File: config.mk
export PLATFORM = sky130hd
export DESIGN_NAME = mxreg_write_arbiter
export DESIGN_NICKNAME = d
export VERILOG_FILES = /design/src/rtl/mxreg_write_arbiter.sv
export SDC_FILE = /design/constraint.sdc
export NUM_CORES = 1
export LEC_CHECK = 0
export ABC_CLOCK_PERIOD_IN_PS = 4100
export BUFFER_PORTS_ARGS = -buffer_cell sky130_fd_sc_hd__buf_2
export CAP_MARGIN = 5
export CORE_MARGIN = 8
export CORE_UTILIZATION = 39
export DETAILED_ROUTE_END_ITERATION = 10
export PLACE_DENSITY = 0.67
export SLEW_MARGIN = 5
export SYNTH_ARGS = -nofsm -noshare
export SYNTH_HDL_FRONTEND = slang
export SYNTH_SLANG_ARGS = --single-unit
File: constraint.sdc
create_clock -name i_clk -period 4.1 [get_ports i_clk]
set_input_delay 0.615 -clock i_clk [delete_from_list [all_inputs] [get_ports i_clk]]
set_output_delay 0.615 -clock i_clk [all_outputs]
set_load 0.01 [all_outputs]
File: src/rtl/mxreg_write_arbiter.sv
// mxreg_write_arbiter
// Shares the single register-bank write port between NREQ requesters.
// Round-robin arbitration with a per-requester valid/ready handshake, an
// optional lock that keeps the port for back-to-back writes (released by the
// owner or by an idle timeout), and registered outputs that drive the
// register-file load decoder directly.
//
// Configuration macro: MXREG_ARB_FIXED_PRI_EN
//   defined   -> fixed priority, lowest requester index wins (no rr pointer)
//   undefined -> round robin starting after the last granted index (default)
//
// Handshake: a transfer from requester i happens in a cycle where
// i_req_valid[i] & o_req_ready[i]. o_req_ready is combinational from the FSM
// state, i_req_valid and i_hold, has at most one bit set, and is never
// raised while i_hold=1. The accepted write appears on the load outputs in
// the following cycle.
module mxreg_write_arbiter #(
  parameter int WORD_LENGTH = 8,
  parameter int NREQ        = 3,
  parameter int LOCK_TMO    = 15,
  localparam int IDW        = $clog2(NREQ)
) (
  input  logic                        i_clk,
  input  logic                        i_rst,
  input  logic [NREQ-1:0]             i_req_valid,
  output logic [NREQ-1:0]             o_req_ready,
  input  logic [NREQ*8-1:0]           i_req_addr,
  input  logic [NREQ*WORD_LENGTH-1:0] i_req_data,
  input  logic [NREQ-1:0]             i_req_lock,
  input  logic                        i_hold,
  output logic                        o_load_en,
  output logic [7:0]                  o_load_addr,
  output logic [WORD_LENGTH-1:0]      o_wr_data,
  output logic [IDW-1:0]              o_grant_id,
  output logic                        o_locked,
  output logic                        o_addr_err,
  output logic                        o_dbg_state
);

  localparam int TW = $clog2(LOCK_TMO + 1);
  localparam logic [7:0] MAX_ADDR = 8'h11;

  typedef enum logic {
    ST_IDLE   = 1'b0,
    ST_LOCKED = 1'b1
  } state_t;

  state_t           r_state;
  logic [IDW-1:0]   r_owner;
  logic [TW-1:0]    r_tmo;
`ifndef MXREG_ARB_FIXED_PRI_EN
  logic [IDW-1:0]   r_rr_ptr;
`endif

  logic                   w_win_found;
  logic [IDW-1:0]         w_win_id;
  logic [IDW-1:0]         w_idx;
  logic                   w_xfer;
  logic [IDW-1:0]         w_gid;
  logic [7:0]             w_sel_addr;
  logic [WORD_LENGTH-1:0] w_sel_data;
  logic                   w_sel_lock;

  // Arbitration winner among valid requesters (search order depends on build)
  always_comb begin
    w_win_found = 1'b0;
    w_win_id    = '0;
    w_idx       = '0;
    for (int k = 0; k < NREQ; k++) begin
`ifdef MXREG_ARB_FIXED_PRI_EN
      w_idx = IDW'(k);
`else
      w_idx = IDW'((int'(r_rr_ptr) + 1 + k) % NREQ);
`endif
      if (!w_win_found && i_req_valid[w_idx]) begin
        w_win_found = 1'b1;
        w_win_id    = w_idx;
      end
    end
  end

  // Decide whether a transfer happens this cycle and from whom
  always_comb begin
    w_xfer = 1'b0;
    w_gid  = '0;
    if (!i_hold) begin
      if (r_state == ST_LOCKED) begin
        if (i_req_valid[r_owner]) begin
          w_xfer = 1'b1;
          w_gid  = r_owner;
        end
      end else if (w_win_found) begin
        w_xfer = 1'b1;
        w_gid  = w_win_id;
      end
    end
  end

  // Select the granted requester's address, data and lock request
  always_comb begin
    w_sel_addr = '0;
    w_sel_data = '0;
    w_sel_lock = 1'b0;
    for (int k = 0; k < NREQ; k++) begin
      if (IDW'(k) == w_gid) begin
        w_sel_addr = i_req_addr[k*8 +: 8];
        w_sel_data = i_req_data[k*WORD_LENGTH +: WORD_LENGTH];
        w_sel_lock = i_req_lock[k];
      end
    end
  end

  assign o_req_ready = w_xfer ? (NREQ'(1) << w_gid) : '0;
  assign o_locked    = (r_state == ST_LOCKED);
  assign o_dbg_state = r_state;

  // FSM, round-robin pointer, lock timeout and registered load outputs
  always_ff @(posedge i_clk) begin
    if (i_rst) begin
      r_state     <= ST_IDLE;
      r_owner     <= '0;
      r_tmo       <= '0;
`ifndef MXREG_ARB_FIXED_PRI_EN
      r_rr_ptr    <= IDW'(NREQ - 1);
`endif
      o_load_en   <= 1'b0;
      o_load_addr <= '0;
      o_wr_data   <= '0;
      o_grant_id  <= '0;
      o_addr_err  <= 1'b0;
    end else begin
      o_load_en  <= 1'b0;
      o_addr_err <= 1'b0;
      if (w_xfer) begin
        o_grant_id <= w_gid;
`ifndef MXREG_ARB_FIXED_PRI_EN
        r_rr_ptr   <= w_gid;
`endif
        // Out-of-range codes are consumed but never reach the load decoder
        if (w_sel_addr > MAX_ADDR) begin
          o_addr_err <= 1'b1;
        end else begin
          o_load_en   <= 1'b1;
          o_load_addr <= w_sel_addr;
          o_wr_data   <= w_sel_data;
        end
      end
      case (r_state)
        ST_IDLE: begin
          if (w_xfer && w_sel_lock) begin
            r_state <= ST_LOCKED;
            r_owner <= w_gid;
            r_tmo   <= '0;
          end
        end
        ST_LOCKED: begin
          // hold freezes the lock and its idle counter
          if (!i_hold) begin
            if (w_xfer) begin
              if (!w_sel_lock) r_state <= ST_IDLE;
              r_tmo <= '0;
            end else if (r_tmo == TW'(LOCK_TMO - 1)) begin
              r_state <= ST_IDLE;
              r_tmo   <= '0;
            end else begin
              r_tmo <= r_tmo + TW'(1);
            end
          end
        end
        default: r_state <= ST_IDLE;
      endcase
    end
  end

endmodule

==> metrics.md <==
| Metric | Value |
|---|---|
| Detailed placement HPWL | `4310 um` |
| Synth Register Bits | `28` |
| Depth of the worst register-to-register path | `11` |
| RSZ-0062 raised after global routing | `false` |
| Most frequent cells in the layout | `buf_2 (81), dfxtp_1 (28), nor2_1 (21)` |
| Mean post-synth cell area | `8.85 um2` |
| Worst-Skew Late Latency | `0.28 ns` |
| Hold Path Class | `reg -> reg` |
| Boundary Pins | `82` |
| Final Non-Filler Cells | `366` |
| Syn Inst Count | `228` |
| Worst path cell trace | `inv_1 -> ha_1 -> nand2b_1 -> a221oi_4 -> a21o_1 -> inv_1 -> nor3_1 -> buf_2` |
| # resized after CTS | `0` |
| Synthesized area | `2020 um2` |
| GR Overflow Total | `0` |
| Final setup viols | `0` |
| Synth warnings | `0` |
| DR WL/cell | `14.9 um` |
| WHS Path Cells | `2` |
| Crit path capture type | `output pin` |
| Layout Nets | `358` |
| ANT cells | `0` |
| CTS Buffer Depth | `2` |
| CP Depth | `8` |
| Worst Path Max Fanout | `20` |
| Final Hold Fails | `0` |
| Sequential fraction of the synthesis area | `27.8%` |
| Worst Skew | `0.00881 ns` |
| Root buffer cell | `clkbuf_8` |
| Max cap viols | `0` |
| Tcrit/Tclk final | `88.3%` |
| Initial Util | `40.0%` |
| Initial antenna violation count | `0` |
| First-pass GRT wire length | `8780 um` |
| Vias in the first global route | `1866` |
| Worst-path clk slew | `0.09 ns` |
| Actual slew at the worst max-slew pin | `0.774 ns` |
| Hold buffers post-CTS | `0` |
| LEAKAGE | `1.11 nW` |
| Drc violations | `0` |
| Routed via count | `1919` |
| Post-synth EDFFs | `0` |
| Die Area | `7730 um2` |
| Clock Sinks | `28` |
| Critical path class | `reg -> out` |
| Ratio of cells with drive above 1 in the final layout | `39.5%` |
| Crit path DAT | `3.01 ns` |
| Crit start category | `flip-flop` |
| Min Clock Period, post-route | `3.62 ns` |
| CTS tree | `done` |
| Syn nets | `289` |
| Iter 0 DRT Violations | `96` |
| Syn-to-layout area delta | `21.9%` |
| Largest delay share family, worst path | `compound AO/OA/AOI/OAI gates` |
| Hold slack | `0.480 ns` |
| Core ar. | `5040 um2` |
| VDD IR max | `192 uV` |
| PwrDens | `340 nW/um2` |
| Ys flop type | `dfxtp_1` |
| Synth cell types | `58` |
| DRT antenna net count | `0` |
| Iteration count of the initial detailed-routing pass | `4` |
| Post-CTS repair timing setup buffer count | `0` |
| Max stage delay on crit path | `0.67 ns` |
| Port bufs | `81` |
| H-tree depth | `1` |
| Worst slew margin | `48.4%` |
| Chip width | `87.9 um` |
| Total wire length | `5450 um` |
| Via/cell ratio | `5.24` |
| Pin count of the biggest net entering global routing | `36` |
| Worst path required time | `3.48 ns` |
| Worst path bufs/invs | `3` |
| Ys async rst share | `0%` |
| Slowest cell on the critical path | `a21o_1` |
| Maximum clock frequency | `276 MHz` |
| Routability cong. | `0.795` |
| Clock buffer count from CTS | `3` |
| Status | `finished, final reports clean` |
| Row cnt | `26` |
| Total track usage | `14.1%` |
| Die Ht | `87.9 um` |
| Most Frequent Cell on Critical Path | `inv_1` |
| Commonest non-fill, non-tap cell in the layout | `buf_2` |
| DP Cell Count | `362` |
| Setup TNS | `0 ns` |
| Final slew viol count | `0` |
==> tightest hold or removal path, stage by stage (launching register included) <==
cell	delay [ns]
dfxtp_1	0.32
nand2b_1	0.08
o21ai_2	0.05
==> registers in the layout, indices dropped and copies added (netlist names) <==
signal	flops
o_load_en	1
o_wr_data	8
o_grant_id	2
o_load_addr	8
r_tmo	4
o_dbg_state	1
r_owner	2
o_addr_err	1
r_rr_ptr	1
==> metal layers <==
layer / GRT usage [%] / vias up / share of wire (%)
met3: 3.19 / 11 / 5.2
met1: 17.0 / 889 / 43
met5: 0 / - / 0
li1: - / 977 / -
met2: 23.9 / 42 / 50
met4: 4.84 / 0 / 2.0
==> path summary, 6_finish.rpt <==
kind | end | startpoint | slack (ns)
min | o_wr_data[3] | o_wr_data[3] | 0.48
max reg2reg | o_load_addr[0] | o_grant_id[0] | 0.61
min reg2reg | o_wr_data[3] | o_wr_data[3] | 0.48
max | o_req_ready[0] | o_grant_id[0] | 0.48
==> per-stage QoR <==
| step | worst slack [ns] | total power, mW | cell area [um2] | util (%) |
|---|---|---|---|---|
| 2_1_floorplan | 1.35 | 0.556 | 2020 | - |
| 4_1_cts | 0.462 | 0.844 | 2460 | 48.8 |
| 5_1_grt | 0.228 | 0.889 | 2460 | 48.8 |
| 3_3_place_gp | 0.749 | 0.619 | 2390 | 47.4 |
| 3_5_place_dp | 0.612 | 0.623 | 2390 | 47.4 |
| 6_report | 0.478 | 0.836 | 2460 | 48.8 |
==> Yosys cell counts, types with 6 or more instances <==
cell type	count	area [um2]
a211oi_1	6	45.0
a21o_1	6	45.0
a21oi_1	8	40.0
a311oi_1	9	78.8
clkbuf_1	8	30.0
dfxtp_1	28	561
inv_1	10	37.5
nand2_1	19	71.3
nand2b_1	10	62.6
nand3_1	14	70.1
nor2_1	21	78.8
o21ai_0	6	30.0
o21ai_2	7	61.3
==> area by class of cell <==
class / instances / area, um2
clock buffer: 3 / 41.3
clock inverter: 1 / 30.0
fill: 521 / 2580
inverter: 11 / 41.3
multi-input combinational: 170 / 1280
sequential: 28 / 561
tap: 70 / 87.6
timing repair buffer: 83 / 420
==> where the power goes <==
part	total [mW]	leakage [nW]	switching, mW	internal (mW)
clock	0.219	0.0357	0.0885	0.131
combinational	0.313	0.846	0.183	0.130
sequential	0.303	0.227	0.0146	0.288
total	0.836	1.11	0.287	0.549
==> logic make-up (layout without fill, tap and decap cells) <==
| family | count (synthesis) | after routing | synth area share, % |
|---|---|---|---|
| and+or+nand+nor | 89 | 89 | 25.9 |
| DFF | 28 | 28 | 27.8 |
| buffers and inverters | 30 | 98 | 8.87 |
| muxes | 5 | 5 | 2.48 |
| adders and majority gates | 5 | 5 | 3.04 |
| AOI/OAI and AO/OA | 71 | 71 | 31.9 |
(Power assumes the default switching activity.)
